===== config.mk =====
export PLATFORM = sky130hd
export DESIGN_NAME = output_compare
export DESIGN_NICKNAME = d
export VERILOG_FILES = /design/src/rtl/cmp_pkg.sv /design/src/rtl/cmp_fifo.sv /design/src/rtl/output_compare.sv
export SDC_FILE = /design/constraint.sdc
export NUM_CORES = 1
export LEC_CHECK = 0
export ABC_AREA = 1
export CAP_MARGIN = 20
export CORE_ASPECT_RATIO = 0.8
export CORE_MARGIN = 2
export CORE_UTILIZATION = 61
export DETAILED_ROUTE_END_ITERATION = 10
export GPL_ROUTABILITY_DRIVEN = 0
export PLACE_DENSITY = 0.9
export SETUP_SLACK_MARGIN = 0.5
export SYNTH_ARGS = -nofsm -noshare
export SYNTH_HDL_FRONTEND = slang
export SYNTH_SLANG_ARGS = --single-unit

===== constraint.sdc =====
create_clock -name clk -period 10.8 [get_ports clk]
set_input_delay 2.16 -clock clk [delete_from_list [all_inputs] [get_ports clk]]
set_output_delay 2.16 -clock clk [all_outputs]
set_load 0.01 [all_outputs]

===== src/rtl/cmp_pkg.sv =====
// Shared types and constants for the output_compare comparator and its FIFO.
package cmp_pkg;

  localparam int CNT_W = 16;
  localparam logic [CNT_W-1:0] CNT_MAX = 16'hFFFF;

  typedef enum logic [1:0] {
    IDLE = 2'd0,
    RUN  = 2'd1,
    HALT = 2'd2,
    DONE = 2'd3
  } state_t;

  function automatic logic [CNT_W-1:0] sat_inc(input logic [CNT_W-1:0] v);
    if (v == CNT_MAX) begin
      sat_inc = v;
    end else begin
      sat_inc = v + 16'd1;
    end
  endfunction

endpackage


===== src/rtl/cmp_fifo.sv =====
// Reference alignment FIFO: holds reference samples until the DUT stream catches up.
// A push while full is accepted only together with a pop.
module cmp_fifo
  import cmp_pkg::*;
#(
  parameter int W     = 8,
  parameter int DEPTH = 4
) (
  input  logic         clk,
  input  logic         rst,
  input  logic         clr,
  input  logic         push,
  input  logic [W-1:0] wdata,
  input  logic         pop,
  output logic         full,
  output logic         empty,
  output logic [W-1:0] head
);

  localparam int AW = (DEPTH > 1) ? $clog2(DEPTH) : 1;
  localparam logic [AW:0]   FULL_CNT = (AW+1)'(DEPTH);
  localparam logic [AW:0]   CNT_ONE  = (AW+1)'(1);
  localparam logic [AW-1:0] PTR_ONE  = AW'(1);

  logic [W-1:0]  r_mem [DEPTH];
  logic [AW-1:0] r_wr_ptr;
  logic [AW-1:0] r_rd_ptr;
  logic [AW:0]   r_cnt;
  logic          w_push;
  logic          w_pop;

  assign full   = (r_cnt == FULL_CNT);
  assign empty  = (r_cnt == {(AW+1){1'b0}});
  assign head   = r_mem[r_rd_ptr];
  assign w_pop  = pop && !empty;
  assign w_push = push && (!full || w_pop);

  // Sample storage; occupancy gates every read so no reset is needed.
  always_ff @(posedge clk) begin
    if (w_push) begin
      r_mem[r_wr_ptr] <= wdata;
    end
  end

  // Pointers and occupancy.
  always_ff @(posedge clk or posedge rst) begin
    if (rst) begin
      r_wr_ptr <= {AW{1'b0}};
      r_rd_ptr <= {AW{1'b0}};
      r_cnt    <= {(AW+1){1'b0}};
    end else if (clr) begin
      r_wr_ptr <= {AW{1'b0}};
      r_rd_ptr <= {AW{1'b0}};
      r_cnt    <= {(AW+1){1'b0}};
    end else begin
      if (w_push) begin
        r_wr_ptr <= r_wr_ptr + PTR_ONE;
      end
      if (w_pop) begin
        r_rd_ptr <= r_rd_ptr + PTR_ONE;
      end
      case ({w_push, w_pop})
        2'b10:   r_cnt <= r_cnt + CNT_ONE;
        2'b01:   r_cnt <= r_cnt - CNT_ONE;
        default: r_cnt <= r_cnt;
      endcase
    end
  end

endmodule


===== src/rtl/output_compare.sv =====
// Streaming comparator: aligns a reference stream to a DUT stream and reports a verdict.
// Build macro OUTPUT_COMPARE_XMASK_EN masks x/z reference bits out of the comparison.
module output_compare
  import cmp_pkg::*;
#(
  parameter int W     = 8,
  parameter int DEPTH = 4,
  parameter int NSAMP = 20000
) (
  input  logic             clk,
  input  logic             rst,
  input  logic             start,
  input  logic             stop_on_err,
  input  logic             ref_valid,
  input  logic [W-1:0]     ref_data,
  input  logic             dut_valid,
  input  logic [W-1:0]     dut_data,
  output logic             busy,
  output logic             pass,
  output logic             fail,
  output logic [CNT_W-1:0] mismatch_cnt,
  output logic [CNT_W-1:0] first_idx,
  output logic [W-1:0]     first_ref,
  output logic [W-1:0]     first_dut,
  output logic             ovf
);

  localparam int SW = $clog2(NSAMP + 1);
  localparam logic [SW-1:0] SMP_LAST = SW'(NSAMP);
  localparam logic [SW-1:0] SMP_ONE  = SW'(1);

  state_t           r_state;
  state_t           w_state_nxt;
  logic             w_busy;
  logic [SW-1:0]    r_smp;
  logic [SW-1:0]    w_smp_nxt;
  logic             r_mis;
  logic [CNT_W-1:0] r_mis_idx;
  logic [W-1:0]     r_mis_ref;
  logic [W-1:0]     r_mis_dut;
  logic [CNT_W-1:0] r_mis_cnt;
  logic [CNT_W-1:0] r_first_idx;
  logic [W-1:0]     r_first_ref;
  logic [W-1:0]     r_first_dut;
  logic             r_pass;
  logic             r_fail;
  logic             r_ovf;

  logic             w_run;
  logic             w_go;
  logic             w_full;
  logic             w_empty;
  logic [W-1:0]     w_head;
  logic             w_bypass;
  logic             w_push;
  logic             w_pop;
  logic             w_ovf_ev;
  logic             w_udf_ev;
  logic             w_cmp_v;
  logic [W-1:0]     w_cmp_ref;
  logic             w_mis;
  logic             w_last;

  function automatic logic is_mis(input logic [W-1:0] r, input logic [W-1:0] d);
`ifdef OUTPUT_COMPARE_XMASK_EN
    logic m;
    m = 1'b0;
    for (int i = 0; i < W; i++) begin
      if ((r[i] !== 1'bx) && (r[i] !== 1'bz) && (r[i] !== d[i])) begin
        m = 1'b1;
      end
    end
    return m;
`else
    return (r !== d);
`endif
  endfunction

  assign w_run     = (r_state == RUN);
  assign w_go      = start && !w_run;
  assign w_bypass  = w_run && w_empty && ref_valid && dut_valid;
  assign w_push    = w_run && ref_valid && !w_bypass && (!w_full || dut_valid);
  assign w_pop     = w_run && dut_valid && !w_empty;
  assign w_ovf_ev  = w_run && ref_valid && w_full && !dut_valid;
  assign w_udf_ev  = w_run && dut_valid && w_empty && !ref_valid;
  assign w_cmp_v   = w_bypass || w_pop;
  assign w_cmp_ref = w_bypass ? ref_data : w_head;
  assign w_mis     = w_cmp_v && is_mis(w_cmp_ref, dut_data);
  assign w_smp_nxt = r_smp + SMP_ONE;
  assign w_last    = w_cmp_v && (w_smp_nxt == SMP_LAST);

  cmp_fifo #(
    .W     (W),
    .DEPTH (DEPTH)
  ) u_fifo (
    .clk   (clk),
    .rst   (rst),
    .clr   (w_go),
    .push  (w_push),
    .wdata (ref_data),
    .pop   (w_pop),
    .full  (w_full),
    .empty (w_empty),
    .head  (w_head)
  );

  // FSM state register.
  always_ff @(posedge clk or posedge rst) begin
    if (rst) begin
      r_state <= IDLE;
    end else begin
      r_state <= w_state_nxt;
    end
  end

  // FSM next state; a registered mismatch halts only when stop_on_err is set.
  always_comb begin
    w_state_nxt = r_state;
    case (r_state)
      IDLE: begin
        if (start) w_state_nxt = RUN;
        else       w_state_nxt = IDLE;
      end
      RUN: begin
        if (w_ovf_ev || w_udf_ev)     w_state_nxt = HALT;
        else if (r_mis && stop_on_err) w_state_nxt = HALT;
        else if (w_last)               w_state_nxt = DONE;
        else                           w_state_nxt = RUN;
      end
      HALT, DONE: begin
        if (start) w_state_nxt = RUN;
        else       w_state_nxt = r_state;
      end
      default: w_state_nxt = IDLE;
    endcase
  end

  // FSM outputs.
  always_comb begin
    w_busy = 1'b0;
    case (r_state)
      RUN:     w_busy = 1'b1;
      default: w_busy = 1'b0;
    endcase
  end

  // Compared-sample counter and the one-cycle compare result stage.
  always_ff @(posedge clk or posedge rst) begin
    if (rst) begin
      r_smp     <= {SW{1'b0}};
      r_mis     <= 1'b0;
      r_mis_idx <= {CNT_W{1'b0}};
      r_mis_ref <= {W{1'b0}};
      r_mis_dut <= {W{1'b0}};
    end else if (w_go) begin
      r_smp     <= {SW{1'b0}};
      r_mis     <= 1'b0;
      r_mis_idx <= {CNT_W{1'b0}};
      r_mis_ref <= {W{1'b0}};
      r_mis_dut <= {W{1'b0}};
    end else begin
      if (w_cmp_v) begin
        r_smp <= w_smp_nxt;
      end
      r_mis     <= w_mis;
      r_mis_idx <= CNT_W'(r_smp);
      r_mis_ref <= w_cmp_ref;
      r_mis_dut <= dut_data;
    end
  end

  // Mismatch count and first-mismatch capture; a zero count marks the first one.
  always_ff @(posedge clk or posedge rst) begin
    if (rst) begin
      r_mis_cnt   <= {CNT_W{1'b0}};
      r_first_idx <= {CNT_W{1'b0}};
      r_first_ref <= {W{1'b0}};
      r_first_dut <= {W{1'b0}};
    end else if (w_go) begin
      r_mis_cnt   <= {CNT_W{1'b0}};
      r_first_idx <= {CNT_W{1'b0}};
      r_first_ref <= {W{1'b0}};
      r_first_dut <= {W{1'b0}};
    end else if (r_mis) begin
      r_mis_cnt <= sat_inc(r_mis_cnt);
      if (r_mis_cnt == {CNT_W{1'b0}}) begin
        r_first_idx <= r_mis_idx;
        r_first_ref <= r_mis_ref;
        r_first_dut <= r_mis_dut;
      end
    end
  end

  // Sticky verdict; pass waits in DONE until the compare stage has drained.
  always_ff @(posedge clk or posedge rst) begin
    if (rst) begin
      r_pass <= 1'b0;
      r_fail <= 1'b0;
      r_ovf  <= 1'b0;
    end else if (w_go) begin
      r_pass <= 1'b0;
      r_fail <= 1'b0;
      r_ovf  <= 1'b0;
    end else begin
      if (w_ovf_ev || w_udf_ev) begin
        r_ovf  <= 1'b1;
        r_fail <= 1'b1;
      end else if (r_mis) begin
        r_fail <= 1'b1;
      end else if ((r_state == DONE) && !r_fail && !r_ovf &&
                   (r_mis_cnt == {CNT_W{1'b0}})) begin
        r_pass <= 1'b1;
      end
    end
  end

  assign busy         = w_busy;
  assign pass         = r_pass;
  assign fail         = r_fail;
  assign ovf          = r_ovf;
  assign mismatch_cnt = r_mis_cnt;
  assign first_idx    = r_first_idx;
  assign first_ref    = r_first_ref;
  assign first_dut    = r_first_dut;

endmodule


==> results of run 1 <==
state kept, by name, indices dropped and copies added, names as in the netlist:
signal           flops
u_fifo.r_mem        32
mismatch_cnt        16
first_idx           15
r_mis_idx           15
r_smp               15
first_dut            8
first_ref            8
r_mis_dut            8
r_mis_ref            8
u_fifo.r_cnt         3
r_state              2
u_fifo.r_rd_ptr      2
u_fifo.r_wr_ptr      2
fail                 1
ovf                  1
pass                 1
r_mis                1
worst register-to-register path, stage by stage (launching register included):
cell,delay (ps)
dfrtp_1,380
inv_1,70
nor2_2,250
inv_1,150
nor2_1,140
inv_1,60
nor3_1,330
inv_1,200
ha_1,220
inv_1,100
fa_1,220
xnor2_1,170
xor2_1,190
o22ai_1,110
path summary, 6_finish.rpt:
path	cells past startpoint	end	from	slack, ps
setup / recovery	12	u_fifo.r_cnt[2]	ref_valid	6210
hold / removal	2	first_idx[3]	r_mis_idx[3]	480
setup reg to reg	13	u_fifo.r_cnt[2]	r_state[0]	8090
hold reg to reg	2	first_idx[3]	r_mis_idx[3]	480
max in group asynchronous	3	u_fifo.r_wr_ptr[1]	rst	7490
min in group asynchronous	2	mismatch_cnt[5]	rst	2170
area by class of cell:
| cell class | count | share of cell area, % |
|---|---|---|
| multi-input combinational | 512 | 31.2 |
| clock inverter | 15 | 1.99 |
| sequential | 138 | 45.6 |
| clock buffer | 17 | 5.37 |
| timing repair buffer | 74 | 9.28 |
| inverter | 91 | 4.34 |
| tap | 140 | 2.21 |
metal layers:
metal,track usage [%],vias up,routed length (um)
met1,40.2,2710,6500
met3,6.25,54,1430
met4,11.4,0,466
met2,44.6,374,7590
li1,-,2636,-
met5,0,-,0
stage by stage:
stage	cell area [um^2]	util, %	hold slack, ps
final	7930	76.5	477
after global routing	7930	76.5	508
after CTS	7930	76.5	476
after detailed placement	7350	70.9	464
after global placement	7350	70.9	459
after floorplan	6590	-	445
cell families (layout without fill, tap and decap cells):
family                   after synthesis  in the layout  synth area share, %
AND/OR/NAND/NOR                      415            415                 27.8
flip-flops                           138            138                 54.9
buffers and inverters                123            197                 7.56
AO/OA/AOI/OAI                         71             71                 5.76
XOR/XNOR                              15             15                 1.99
adder cells (fa/ha/maj)               10             10                 2.01
other                                  1              1               0.0569
power groups by stage:
stage	sequential [mW]	combinational [mW]	clock, mW
global placement	0.748	0.710	0
detailed placement	0.757	0.745	0
global route	0.767	0.852	0.604
CTS	0.750	0.761	0.576
floorplan	0.733	0.533	0
finish	0.753	0.771	0.575
cell usage in the layout (no fill, tap or decap), drive strengths merged, types with 11 or more instances in the layout:
cell type,synthesis,routed
nand2,179,179
nand3,118,118
dfrtp,106,106
inv,91,91
nor2,88,88
clkdlybuf4s50,0,72
edfxtp,32,32
a21oi,29,29
o21ai,28,28
clkbuf,12,17
xor2,14,14
nand4,11,11
nor3,11,11
==> summary.txt, run 1 <==
Global route
  • Total Routing Usage GR: 28.9%
  • Largest net degree at the start of global routing: 58
  • Vias in the first global route: 5433
  • Initial antenna violation count: 0
  • First-pass GRT wire length: 26.6 mm
  • GRT overflow: 0

Routing
  • Avg Vias per Cell: 5.85
  • Residual DRC count: 0
  • Wirelength per Cell: 16.2 um
  • Initial drt markers: 925
  • Antenna Violating Nets Remaining: 0
  • DRT Pass-1 Iters: 6
  • WL final: 16.0 mm
  • Vias: 5774

CTS
  • Clk Latency, worst-skew pair: 420 ps
  • H-tree depth: 4
  • Clock sink count: 138
  • CTS Buf Count: 17
  • Clock-pin slew on the worst setup and hold paths: 60 ps
  • CTS root buffer: clkbuf_16
  • Setup Fix Bufs, Post-CTS: 0
  • Max clock buf depth: 2
  • PostCTS Resize Cnt: 0
  • Cts hold-fix bufs: 0
  • TritonCTS clock tree: done

Yosys
  • Post-synth top area cell: dfrtp_1
  • Cell with the most instances after synthesis: nand2_1
  • Netlist cell types: 34
  • Synth top area cells: dfrtp_1 40%, edfxtp_1 15%, nand2_1 9.9%
  • Asr flop ratio synth: 76.8%
  • Sequential fraction of the synthesis area: 54.9%
  • Main synth FF type: dfrtp_1
  • Cell Area, Synth: 6590 um^2
  • Synth top cells by count: 173 x nand2_1, 118 x nand3_1, 106 x dfrtp_1, 88 x inv_1, 86 x nor2_1
  • Mean post-synth cell area: 8.52 um^2
  • Post-synthesis cell count: 773
  • EDFF count, synth: 32
  • Yosys warning count: 0
  • Top cell type's share of synthesized area: 40.3%
  • Syn nets: 805
  • Seq cells post-synth: 138

Setup path
  • Most used cell, CP: inv_1
  • WP data arrival: 4870 ps
  • CP Capture Type: flop
  • Setup crit start kind: input port
  • CP max-delay cell: clkdlybuf4s50_1
  • WP buf/inv: 5
  • CP delay by family, top: buffers and inverters
  • Critical-path cell list: clkdlybuf4s50_1, inv_1, nor2_1, inv_1, nor3_1, inv_1, ha_1, inv_1, fa_1, xnor2_1, xor2_1, o22ai_1
  • WP data required: 11090 ps
  • Setup Crit Path Kind: in2reg
  • Worst path max stage delay: 820 ps
  • Crit-path max FO: 18

Floorplan
  • Starting density of the core: 63.6%
  • Core ar.: 10400 um^2
  • I/O Pins: 74
  • Die H: 96.9 um
  • Die ar.: 11600 um^2
  • Die width: 120 um
  • Row cnt: 33

Final layout
  • Sequential Area: 3610 um^2
  • Synthesis-to-layout area growth: 20.4%
  • Ant diodes: 0
  • Nets: 866
  • Share of cells above drive strength 1: 5.55%
  • Number of fill cells: 617
  • Finished Layout Cells: 987
  • Multi-input logic area: 2480 um^2

Pwr
  • Maximum VDD drop: 0.157 mV
  • Internal cell power: 1.28 mW
  • Combinational power share: 36.7%
  • Reg power frac: 35.9%
  • Clock Power Share: 27.4%
  • Tot Pwr: 2.10 mW
  • Power per Cell Area: 265 nW/um^2
  • Psw: 0.821 mW
  • Switch share: 39.1%
  • Leak pwr: 3.70 nW

Timing
  • Fin crit period: 4590 ps
  • Fmax achieved: 0.218 GHz
  • Final Cycle Share: 42.5%
  • Final setup violation count: 0
  • Total negative setup slack: 0 ps
  • Slew HR: 40.1%
  • Setup WS post-layout: 6210 ps
  • Skew final: 8.96 ps
  • Unrepaired setup endpoints after global routing: no
  • Max Slew Vio Count: 0
  • Worst-Margin Slew: 897 ps
  • Final Hold Viols: 0

Hold path
  • HP Class: reg2reg

Outcome
  • Status: finished clean

Run
  • Max Cap Viol: 0

Placed design
  • Pre-CTS setup slack: 5940 ps
  • Dpl cells: 955
  • Port bufs: 72
  • Placed wire-length estimate: 10.6 mm
(Power assumes the default switching activity.)
==> inputs of run 2 (changes only) <==
--- a/config.mk
+++ b/config.mk
@@ -9,10 +9,10 @@
 export CAP_MARGIN = 20
 export CORE_ASPECT_RATIO = 0.8
 export CORE_MARGIN = 2
-export CORE_UTILIZATION = 61
+export CORE_UTILIZATION = 56
 export DETAILED_ROUTE_END_ITERATION = 10
 export GPL_ROUTABILITY_DRIVEN = 0
-export PLACE_DENSITY = 0.9
+export PLACE_DENSITY = 0.83
 export SETUP_SLACK_MARGIN = 0.5
 export SYNTH_ARGS = -nofsm -noshare
 export SYNTH_HDL_FRONTEND = slang
==> constraint.sdc (replaced) <==
create_clock -name clk -period 4.47 [get_ports clk]
set_input_delay 0.894 -clock clk [delete_from_list [all_inputs] [get_ports clk]]
set_output_delay 0.894 -clock clk [all_outputs]
set_load 0.01 [all_outputs]
==> run 2 against run 1 <==
Against the previous run: clock skew barely moved; non-clock buffer count rose by 2; via count fell by 2.1%; critical path type unchanged; hold slack got worse by 12 ps; combinational power rose by 140%; first-iteration DRC count fell by 25%; sequential share of layout area fell by 0.050 points; setup slack got worse by 5000 ps; sequential cell count did not move; sequential power rose by 140%; die area rose by 8.6%; routed wire length fell by 2.3%.
==> summary.txt, run 2 (synthesis gave the netlist of run 1 again) <==
Outcome
  • Status: finished clean (unchanged)

Final layout
  • Share of cells above drive strength 1: 5.89% (was 5.55%)
  • Most flop-heavy register: u_fifo.r_mem (unchanged)
  • Finished Layout Cells: 997 (was 987)
  • Nets: 868 (was 866)
  • Most common cell after layout, fill and taps aside: nand2_1 (unchanged)
  • Most frequent cells in the layout: 172 x nand2_1, 118 x nand3_1, 106 x dfrtp_1, 87 x inv_1, 86 x nor2_1 (unchanged)
  • Number of fill cells: 850 (was 617)
  • Synthesis-to-layout area growth: 20.5% (was 20.4%)
  • Ant diodes: 0 (unchanged)
  • Max FFs per register: 32 (unchanged)

Timing
  • Fmax achieved: 0.308 GHz
  • Final setup violation count: 0 (unchanged)
  • Worst-Margin Slew: 972 ps (was 897 ps)
  • Setup WS post-layout: 1220 ps (was 6210 ps)
  • Final Hold Viols: 0 (unchanged)
  • Skew final: 9.13 ps (was 8.96 ps)
  • Unrepaired setup endpoints after global routing: no (unchanged)
  • Fin crit period: 3250 ps
  • Max Slew Vio Count: 0 (unchanged)
  • Total negative setup slack: 0 ps (unchanged)
  • Slew HR: 34.7% (was 40.1%)
  • Final Cycle Share: 72.7%

Setup path
  • R2r setup slk: 1720 ps (was 8090 ps)
  • Crit-path max FO: 18 (unchanged)
  • Worst path max stage delay: 820 ps (about the same)
  • Worst r2r path cells: 8 (was 13)
  • Setup Crit Path Kind: in2reg (unchanged)
  • CP delay by family, top: buffers and inverters (unchanged)
  • Most used cell, CP: inv_1 (unchanged)
  • R2r endpoint: first_idx[12] (was u_fifo.r_cnt[2])
  • Setup crit start kind: input port (unchanged)
  • CP Capture Type: flop (unchanged)
  • WP buf/inv: 5 (unchanged)
  • CP max-delay cell: clkdlybuf4s50_1 (unchanged)
  • WP data required: 4780 ps (was 11090 ps)
  • Reg-to-reg startpoint: mismatch_cnt[0] (was r_state[0])
  • Critical-path cell list: clkdlybuf4s50_1, inv_1, nor2_1, inv_1, nor3_1, inv_1, ha_1, inv_1, fa_1, o22ai_1 (was clkdlybuf4s50_1, inv_1, nor2_1, inv_1, nor3_1, inv_1, ha_1, inv_1, fa_1, xnor2_1, xor2_1, o22ai_1)
  • WP data arrival: 3570 ps (was 4870 ps)

Placed design
  • Pre-CTS setup slack: 895 ps (was 5940 ps)
  • Dpl cells: 965 (was 955)
  • Port bufs: 72 (unchanged)
  • Placed wire-length estimate: 10.6 mm (about the same)

Routing
  • DRT Pass-1 Iters: 5 (was 6)
  • Avg Vias per Cell: 5.67 (was 5.85)
  • Vias: 5651 (was 5774)
  • Antenna Violating Nets Remaining: 0 (unchanged)
  • Residual DRC count: 0 (unchanged)
  • Wirelength per Cell: 15.7 um (was 16.2 um)
  • Initial drt markers: 690 (was 925)
  • WL final: 15.6 mm (was 16.0 mm)

Floorplan
  • Die width: 125 um (was 120 um)
  • I/O Pins: 74 (unchanged)
  • Core ar.: 11500 um^2 (was 10400 um^2)
  • Row cnt: 35 (was 33)
  • Die H: 101 um (was 96.9 um)
  • Starting density of the core: 57.4% (was 63.6%)
  • Die ar.: 12700 um^2 (was 11600 um^2)

Pwr
  • Maximum VDD drop: 0.334 mV (was 0.157 mV)
  • Leak pwr: 3.69 nW (was 3.70 nW)
  • Power per Cell Area: 631 nW/um^2 (was 265 nW/um^2)

CTS
  • Clk Latency, worst-skew pair: 420 ps (about the same)
  • CTS Buf Count: 17 (unchanged)
  • PostCTS Resize Cnt: 0 (unchanged)
  • Cts hold-fix bufs: 0 (unchanged)
  • CTS root buffer: clkbuf_16 (unchanged)
  • Clock-pin slew on the worst setup and hold paths: 60 ps (about the same)
  • H-tree depth: 4 (unchanged)
  • Clock sink count: 138 (unchanged)
  • Setup Fix Bufs, Post-CTS: 0 (unchanged)
  • TritonCTS clock tree: done (unchanged)
  • Max clock buf depth: 2 (unchanged)

Global route
  • Largest net degree at the start of global routing: 75 (was 58)
  • Total Routing Usage GR: 25.7% (was 28.9%)
  • First-pass GRT wire length: 25.5 mm (was 26.6 mm)
  • Initial antenna violation count: 0 (unchanged)
  • GRT overflow: 0 (unchanged)
  • Vias in the first global route: 5219 (was 5433)

Hold path
  • HP Class: reg2reg (unchanged)
  • Worst hold path depth: 2 (unchanged)
  • Hold Crit Start: r_mis_idx[8] (was r_mis_idx[3])
  • Worst Hold End: first_idx[8] (was first_idx[3])

Run
  • Max Cap Viol: 0 (unchanged)
run 2: changes by cell type in the layout (fill, tap and decap cells not counted), sizes merged:
cell	previous run	this run
buf	2	4
bufinv	3	1
clkbuf	17	18
clkinv	9	5
inv	91	96
run 2: layout make-up:
cell class	count	area (um^2)	area share, %
clock inverters	14	138	1.73
multi-input cells	512	2480	31.2
clock buffers	18	429	5.41
inverters	91	344	4.33
repair buffers	76	751	9.46
flip-flops and latches	138	3610	45.5
well taps	148	185	2.33
run 2: how the worst max path moves through the flow:
stage / from / endpoint / slack [ps] / depth (start not counted)
2_1_floorplan: rst / fail / 790 / 1
6_report: ref_valid / u_fifo.r_cnt[1] / 1220 / 10
5_1_grt: ref_valid / u_fifo.r_cnt[1] / 1040 / 10
3_3_place_gp: ref_valid / u_fifo.r_cnt[2] / 1000 / 12
4_1_cts: ref_valid / u_fifo.r_cnt[1] / 1300 / 10
3_5_place_dp: ref_valid / u_fifo.r_cnt[1] / 890 / 10
run 2: through the flow:
| step | utilization [%] | cell area (um^2) | power [mW] | hold WS, ps |
|---|---|---|---|---|
| floorplan | - | 6590 | 3.06 | 445 |
| global placement | 64.2 | 7370 | 3.54 | 459 |
| detailed placement | 64.2 | 7370 | 3.64 | 460 |
| CTS | 69.2 | 7940 | 5.00 | 461 |
| global route | 69.2 | 7940 | 5.33 | 470 |
| finish | 69.2 | 7940 | 5.01 | 465 |
run 2: per-layer routing:
metal  share of wire, %  up-vias  track usage, %
met5                  0        -               0
met4                2.5        0            9.91
met3                8.6       33            6.58
met2                 47      299            39.7
met1                 42     2685            35.5
li1                   -     2634               -
run 2: worst register-to-register path: stages, from the launching register on:
cell	delay, ps
dfrtp_1	420
inv_1	120
ha_1	160
nand3_1	120
nor4_4	880
nand2_4	450
nand2_4	320
nand3_1	120
nand2_1	90
run 2: power by group:
group / leakage, nW / internal, mW / total [mW] / switching, mW
Sequential: 1.71 / 1.57 / 1.82 / 0.246
Clock: 0.267 / 0.776 / 1.33 / 0.559
Combinational: 1.72 / 0.653 / 1.86 / 1.20
Total: 3.69 / 3.00 / 5.01 / 2.01
